==> config.mk <==
export PLATFORM = sky130hd
export DESIGN_NAME = everloop_gen
export DESIGN_NICKNAME = d
export VERILOG_FILES = /design/src/rtl/everloop_pkg.sv /design/src/rtl/everloop_bit_tx.sv /design/src/rtl/everloop_gen.sv
export SDC_FILE = /design/constraint.sdc
export NUM_CORES = 1
export LEC_CHECK = 0
export CORE_MARGIN = 2
export CORE_UTILIZATION = 36
export DETAILED_ROUTE_END_ITERATION = 16
export GPL_TIMING_DRIVEN = 0
export HOLD_SLACK_MARGIN = 0.12
export PLACE_DENSITY = 0.54
export SLEW_MARGIN = 20
export SYNTH_ARGS = -nofsm -noshare
export SYNTH_HDL_FRONTEND = slang
export SYNTH_SLANG_ARGS = --single-unit
export TNS_END_PERCENT = 10
==> constraint.sdc <==
create_clock -name clk -period 4.95 [get_ports clk]
set_clock_uncertainty 0.2 [all_clocks]
set_input_delay 0.7425 -clock clk [delete_from_list [all_inputs] [get_ports clk]]
set_output_delay 0.7425 -clock clk [all_outputs]
set_load 0.01 [all_outputs]
==> src/rtl/everloop_pkg.sv <==
// Shared types and defaults for the WS281x-style LED ring serializer.
package everloop_pkg;

  typedef enum logic [1:0] {
    IDLE  = 2'd0,
    FETCH = 2'd1,
    SHIFT = 2'd2,
    LATCH = 2'd3
  } everloop_state_e;

  localparam int DEF_N_LEDS   = 35;
  localparam int DEF_BPL      = 3;
  localparam int DEF_TBIT_CYC = 63;
  localparam int DEF_T0H_CYC  = 20;
  localparam int DEF_T1H_CYC  = 40;
  localparam int DEF_TRST_CYC = 2500;

  function automatic int clog2(input int v);
    int r;
    r = 0;
    while ((64'(1) << r) < 64'(v)) r = r + 1;
    return r;
  endfunction

endpackage

==> src/rtl/everloop_bit_tx.sv <==
// One-bit waveform generator: high for T1H/T0H cycles, then low until TBIT.
module everloop_bit_tx
  import everloop_pkg::*;
#(
  parameter int TBIT_CYC = DEF_TBIT_CYC,
  parameter int T0H_CYC  = DEF_T0H_CYC,
  parameter int T1H_CYC  = DEF_T1H_CYC
) (
  input  logic clk,
  input  logic rst,
  input  logic load,
  input  logic tx_bit,
  output logic line,
  output logic bit_end
);

  localparam int CW = (clog2(TBIT_CYC) < 1) ? 1 : clog2(TBIT_CYC);

  logic [CW-1:0] cnt;
  logic          cur;
  logic          act;

  // A load on the bit_end cycle chains the next bit with no idle gap.
  always_ff @(posedge clk or negedge rst) begin
    if (!rst) begin
      cnt <= '0;
      cur <= 1'b0;
      act <= 1'b0;
    end else if (load) begin
      cnt <= '0;
      cur <= tx_bit;
      act <= 1'b1;
    end else if (act) begin
      if (bit_end) begin
        cnt <= '0;
        act <= 1'b0;
      end else begin
        cnt <= cnt + 1'b1;
      end
    end
  end

  assign bit_end = act && (cnt == CW'(TBIT_CYC - 1));
  assign line    = act && (cnt < (cur ? CW'(T1H_CYC) : CW'(T0H_CYC)));

endmodule

==> src/rtl/everloop_gen.sv <==
// LED ring frame engine: walks the pixel RAM, serializes each byte MSB first,
// then holds the line low for the latch interval.
module everloop_gen
  import everloop_pkg::*;
#(
  parameter int N_LEDS   = DEF_N_LEDS,
  parameter int BPL      = DEF_BPL,
  parameter int TBIT_CYC = DEF_TBIT_CYC,
  parameter int T0H_CYC  = DEF_T0H_CYC,
  parameter int T1H_CYC  = DEF_T1H_CYC,
  parameter int TRST_CYC = DEF_TRST_CYC,
  localparam int NBYTES  = N_LEDS * BPL,
  localparam int AW      = (clog2(NBYTES) < 1) ? 1 : clog2(NBYTES)
) (
  input  logic          clk,
  input  logic          rst,
  input  logic          start,
  input  logic          cont,
  input  logic [2:0]    bright,
  input  logic [7:0]    data_RGB,
  output logic [AW-1:0] address,
  output logic          everloop_d,
  output logic          busy,
  output logic          done
);

  localparam int LW = (clog2(TRST_CYC) < 1) ? 1 : clog2(TRST_CYC);

  if (!(T0H_CYC < T1H_CYC && T1H_CYC < TBIT_CYC) || !(BPL == 3 || BPL == 4)) begin : g_bad_params
    $error("everloop_gen: illegal timing or BPL parameters");
  end

  everloop_state_e state, nxt;
  logic [7:0]    sreg;
  logic [2:0]    bit_idx;
  logic [AW-1:0] byte_idx;
  logic [LW-1:0] lcnt;
  logic [7:0]    fetched;
  logic          bit_end, last_bit, last_byte, latch_end;
  logic          byte_load, bit_load, tx_load, tx_bit;

  assign fetched   = data_RGB >> bright;
  assign last_bit  = (bit_idx == 3'd7);
  assign last_byte = (byte_idx == AW'(NBYTES - 1));
  assign latch_end = (state == LATCH) && (lcnt == LW'(TRST_CYC - 1));

  // Address 0 is held in IDLE/LATCH, so byte 0 is already valid in FETCH.
  assign byte_load = (state == FETCH) ||
                     ((state == SHIFT) && bit_end && last_bit && !last_byte);
  assign bit_load  = (state == SHIFT) && bit_end && !last_bit;
  assign tx_load   = byte_load || bit_load;
  assign tx_bit    = byte_load ? fetched[7] : sreg[6];

  everloop_bit_tx #(
    .TBIT_CYC(TBIT_CYC),
    .T0H_CYC (T0H_CYC),
    .T1H_CYC (T1H_CYC)
  ) u_bit_tx (
    .clk    (clk),
    .rst    (rst),
    .load   (tx_load),
    .tx_bit (tx_bit),
    .line   (everloop_d),
    .bit_end(bit_end)
  );

  always_ff @(posedge clk or negedge rst) begin
    if (!rst) begin
      state    <= IDLE;
      sreg     <= '0;
      bit_idx  <= '0;
      byte_idx <= '0;
      lcnt     <= '0;
    end else begin
      state <= nxt;
      if (byte_load) begin
        sreg     <= fetched;
        bit_idx  <= '0;
        byte_idx <= (state == FETCH) ? '0 : byte_idx + 1'b1;
      end else if (bit_load) begin
        sreg    <= {sreg[6:0], 1'b0};
        bit_idx <= bit_idx + 1'b1;
      end else if ((state == SHIFT) && bit_end) begin
        bit_idx  <= '0;
        byte_idx <= '0;
      end
      if (state == LATCH) lcnt <= latch_end ? '0 : lcnt + 1'b1;
      else                lcnt <= '0;
    end
  end

  always_comb begin
    nxt = state;
    case (state)
      IDLE:  if (start || cont) nxt = FETCH;
      FETCH: nxt = SHIFT;
      SHIFT: if (bit_end && last_bit && last_byte) nxt = LATCH;
      LATCH: if (latch_end) nxt = cont ? FETCH : IDLE;
      default: nxt = IDLE;
    endcase
  end

  // Prefetch: the last bit of a byte presents the next address (0 after the final byte).
  always_comb begin
    address = '0;
    if (state == SHIFT) begin
      if (last_bit) address = last_byte ? '0 : byte_idx + 1'b1;
      else          address = byte_idx;
    end
  end

  assign busy = (state != IDLE);
  assign done = latch_end;

endmodule

# Yosys cells after proc, flatten, opt, wreduce, memory -nomap -nowiden

Index checks and enable logic that the tools add are counted.

Bits in registers: 39
Input bits: 15
Output and inout port bits: 10
Word-level logic and storage cells: 74

Add/subtract/negate cells: 4
Order comparisons: 1
Equal/unequal tests: 11
Shift operators: 1
Mux-type cells: 27
Reduce and logical (&&, ||, !) cells: 22

Operators by type and width:

| operator              | number |
|---|---|
| $mux 7                | 9 |
| $mux 12               | 2 |
| $mux 6                | 4 |
| $add 12x1->12 const B | 1 |
| $eq 12x12->1 const B  | 1 |
| $logic_and 1x1->1     | 9 |
| $mux 3                | 3 |
| $pmux 2 s4            | 1 |
| $reduce_bool 2->1     | 4 |
| $shr 8x3->8           | 1 |
| $add 7x1->7 const B   | 1 |
| $eq 7x7->1 const B    | 1 |
| $add 6x1->6 const B   | 1 |
| $eq 6x6->1 const B    | 1 |
| $lt 6x6->1            | 1 |
| $mux 2                | 3 |
| $ne 2x2->1 const B    | 3 |
| $mux 1                | 5 |
| $eq 2x2->1 const B    | 2 |
| $add 3x1->3 const B   | 1 |
| $eq 3x3->1 const B    | 1 |
| $logic_or 1x1->1      | 3 |
| $reduce_and 3->1      | 1 |
| $reduce_bool 3->1     | 1 |
| other kinds (5)       | 6 |

# Depth between registers and ports, before layout

Depth in word-level cells: 8
Depth in mapped cells: 9
Gate-level depth less buffers: 7

# By module

A second synthesis with hierarchy kept.

Cells, all modules: 276
Area total of the unflattened synthesis: 2591.2 sq um

By module, submodules not included:

| module          | instances | cells an instance | area each (sq um) | seq. area each (sq um) |
|---|---|---|---|---|
| everloop_gen    | 1         | 222               | 2105.8            | 775.7 |
| everloop_bit_tx | 1         | 54                | 485.5             | 200.2 |

# Worst setup path before layout

Ideal clock, no wire load.

Path type: flip-flop to output port
From: reg byte_idx[0]
To: out address[6]
Data arrival time: 1.459 ns
Data required time: 4.008 ns
Slack: 2.548 ns
Stages on the path, launching flop included: 7
Path buffers: 0
Cells stage by stage: dfrtp_1 ha_1 and3_1 and3_1 o21ai_0 nand2_1 o211a_1

Longest elaborated chain between the ends: 4
Elaborated cells on any way between the ends: 5
Those cells by class: 1 x add/sub; 1 x eq/ne; 3 x mux

Ends and longest elaborated chain:

| what                                             | line                                    | RTL |
|---|---|---|
| from (decl)                                      | everloop_gen.sv:36                      | `logic [AW-1:0] byte_idx;` |
| from (signal assigned)                           | everloop_gen.sv:79                      | `byte_idx <= (state == FETCH) ? '0 : byte_idx + 1'b1;` |
| $add 7x1->7 / $eq 7x7->1 (equally long branches) | everloop_gen.sv:107, everloop_gen.sv:44 |  |
| $mux 7 * (2 in series)                           | everloop_gen.sv:107                     | `if (last_bit) address = last_byte ? '0 : byte_idx + 1'b1;` |
| $mux 7 *                                         | everloop_gen.sv:106                     | `if (state == SHIFT) begin` |
| to (decl)                                        | everloop_gen.sv:21                      | `output logic [AW-1:0] address,` |

Every way passes the cells marked *; elsewhere a longest branch is shown, timed or not.

# Final worst setup path

From: reg bit_idx[0]
To: out address[4]

Longest elaborated chain between the ends: 3

Ends and longest elaborated chain:

| what                   | line                | RTL |
|---|---|---|
| from (decl)            | everloop_gen.sv:35  | `logic [2:0] bit_idx;` |
| from (signal assigned) | everloop_gen.sv:82  | `bit_idx <= bit_idx + 1'b1;` |
| $eq 3x3->1             | everloop_gen.sv:43  | `assign last_bit = (bit_idx == 3'd7);` |
| $mux 7                 | everloop_gen.sv:107 |  |
| $mux 7                 | everloop_gen.sv:106 |  |

Every way passes these cells.

==> qor.csv <==
stage;metric;value;unit
drt;viasPerCell;5.05;
logic_synthesis;synthTopCellsByCount;dfrtp_1 (39), nor2_1 (28), nand2_1 (27);
floorplan;start_util;0.366;
placement;gp_congestion;0.784;
floorplan;die-width;89.2;um
drt;ant_nets;0;
clocking;insertion_delay;0.29;ns
clocking;htree_levels;2;
logic_synthesis;yosysMostFrequentCell;dfrtp_1;
setup_path;required;4.01;ns
clocking;cts.sinks;39;
setup_path;cp_max_fo;10;
floorplan;dieArea;7960;um2
clocking;cts_buffers;5;
clocking;cts_root_buffer;clkbuf_8;
logic_synthesis;syn_nets;299;
timing;tightestPinTransition;0.535;ns
drt;drt_pass1_iterations;4;
timing;finalSetupViolCount;0;
worst_hold_path;worst_hold_path_type;primary input to async pin;
global_route;grt_pass1_wl;8.99;mm
floorplan;rows;31;
clocking;clock_path_buffers;2;
timing;rsz0062_at_grt;false;
timing;slew_headroom;0.643;
logic_synthesis;synthArstFlopShare;1.00;
logic_synthesis;synth_seq_cells;39;
drt;routed_wl;5.26;mm
pwr;p_leak;1.30;nW
pwr;swShare;0.212;
timing;finalHoldViolCount;0;
drt;vias;2019;
pwr;p_switching;0.000138;W
setup_path;start_kind;flop;
pwr;peakVddDrop;0.0000916;V
logic_synthesis;seq_area_frac_synth;0.373;
pwr;seqPwrFrac;0.502;
timing;post-route-period-util;0.684;
pwr;p_comb_frac;0.073;
drt;wl_per_cell;13.2;um
global_route;overflow;0;
layout;n_antenna_cell;0;
global_route;grt_antenna_before_repair;0;
floorplan;die_y;89.2;um
pwr;clkPwrFrac;0.425;
timing;slew_viol_final;0;
job;cap_violations;0;
layout;nets;329;
layout;multiInputGateArea;1510;um2
clocking;cts_tree;yes;
clocking;cts_setup_buffers;0;
setup_path;r2r_slack;2.65;ns
pwr;p_per_area;210;nW/um2
layout;synthToLayoutAreaGrowth;18.5;%
layout;seqCellArea;976;um2
logic_synthesis;netlist.area_leader.share;0.373;
clocking;clkTransAtPathRegs;0.08;ns
setup_path;end_kind;output pin;
logic_synthesis;synth-main-ff-cell;dfrtp_1;
layout;post-route-util;0.434;
global_route;grt_usage;0.144;
logic_synthesis;syn-cell-area;2620;um2
setup_path;worstPathArrival;2.44;ns
setup_path;worstSetupPathType;flop to output pin;
global_route;grt_pass1_vias;1905;
timing;fmax;295;MHz
layout;fillerInstances;744;
timing;final.setup.tns;0;ns
floorplan;core;7140;um2
pwr;intPower;0.000513;W
drt;drcViolationCount;0;
global_route;grt_max_degree;23;
floorplan;io_pins;25;
clocking;cts_resized;0;
clocking;cts_hold_buf;0;
placement;port_buffers;22;
drt;first_iter_violations;77;
logic_synthesis;synth_area_leaders;dfrtp_1 (37%), ha_1 (6.7%), mux2i_1 (5.4%), nor2_1 (4.0%), nand2_1 (3.9%);
layout;layout-drive-gt1-share;0.130;
placement;hpwl;3.95;mm
logic_synthesis;synth-warning-count;0;
logic_synthesis;syn_avg_cell_area;9.69;um2
logic_synthesis;ys_types;56;
logic_synthesis;synth_edf_count;0;
timing;min_period;3.39;ns
logic_synthesis;syn_inst;270;
run_status;run_status;completed;
logic_synthesis;synth_area_leader_cell;dfrtp_1;
## power by group through the flow
stage	clock network, W	logic (W)	registers (W)
5_1_grt	0.000299	0.0000526	0.000327
2_1_floorplan	0	0.0000238	0.000332
6_report	0.000277	0.0000472	0.000327
3_5_place_dp	0	0.0000484	0.000333
4_1_cts	0.000286	0.0000484	0.000327
3_3_place_gp	0	0.0000450	0.000333
## logic make-up after synthesis
family,count (synthesis),share of synthesized area
mux,19,0.0895
flops,39,0.373
buf+inv,26,0.0498
simple gates,114,0.244
xor+xnor,11,0.0368
compound gates,47,0.140
fa+ha+maj,14,0.0670
## worst paths after layout
| path | startpoint | end | depth (start not counted) |
|---|---|---|---|
| max | bit_idx[0] | address[4] | 7 |
| min reg2reg | lcnt[0] | lcnt[0] | 1 |
| max in group asynchronous | rst | sreg[5] | 2 |
| min | rst | lcnt[0] | 1 |
| min in group clk | lcnt[0] | lcnt[0] | 1 |
| max reg2reg | state[0] | sreg[5] | 8 |
## routing by layer
layer	global-route usage	vias to the layer above	part of all wire
met2	0.239	33	0.50
li1	-	1025	-
met5	0	-	0
met1	0.190	957	0.47
met3	0.0249	4	0.027
met4	0.0516	0	0.013
## critical path: stages, from the launching register on
cell and delay [ns]:
dfrtp_1 0.38, ha_1 0.16, ha_1 0.23, clkbuf_1 0.44
nand2_1 0.12, xnor2_1 0.16, and2_1 0.14, clkdlybuf4s50_1 0.52
## placed cells by master, fill, tap and decap left out, types with 4 or more instances in the layout
cell type        synthesis  layout
dfrtp_1                 39      39
nor2_1                  28      28
nand2_1                 27      27
clkdlybuf4s50_1          0      21
nand3_1                 14      14
mux2i_1                 14      14
ha_1                    14      14
inv_1                   12      12
a21oi_1                  9       9
and3_1                   8       8
xor2_1                   6       6
nor3_1                   6       6
a221o_1                  6       6
clkbuf_8                 0       6
xnor2_1                  5       5
buf_2                    4       5
nor2b_1                  4       4
clkbuf_1                 4       4
o21ai_0                  4       4
o21a_1                   4       4
a311oi_1                 4       4
## registers in the layout, indices dropped and copies added (netlist names)
| register | flops |
|---|---|
| bit_idx | 3 |
| u_bit_tx.act | 1 |
| state | 2 |
| sreg | 7 |
| byte_idx | 7 |
| lcnt | 12 |
| u_bit_tx.cur | 1 |
| u_bit_tx.cnt | 6 |
## metrics by stage
step | power, W | hold slack (ns) | worst slack, ns | cell area, um2 | instances
global route | 0.000679 | 0.230 | 1.41 | 3100 | 400
CTS | 0.000661 | 0.203 | 1.51 | 3100 | 400
finish | 0.000651 | 0.192 | 1.56 | 3100 | 400
floorplan | 0.000356 | 0.247 | 2.55 | 2620 | 270
detailed placement | 0.000381 | 0.286 | 1.84 | 2980 | 392
global placement | 0.000378 | 0.272 | 1.83 | 2960 | 391
## area by class of cell
class,instances,area share
Multi-Input combinational cell,205,0.487
Inverter,13,0.0157
Clock inverter,2,0.0113
Sequential cell,39,0.315
Buffer,13,0.0262
Tap cell,99,0.0400
Clock buffer,6,0.0266
Timing Repair Buffer,23,0.0783
(Power assumes the default switching activity.)
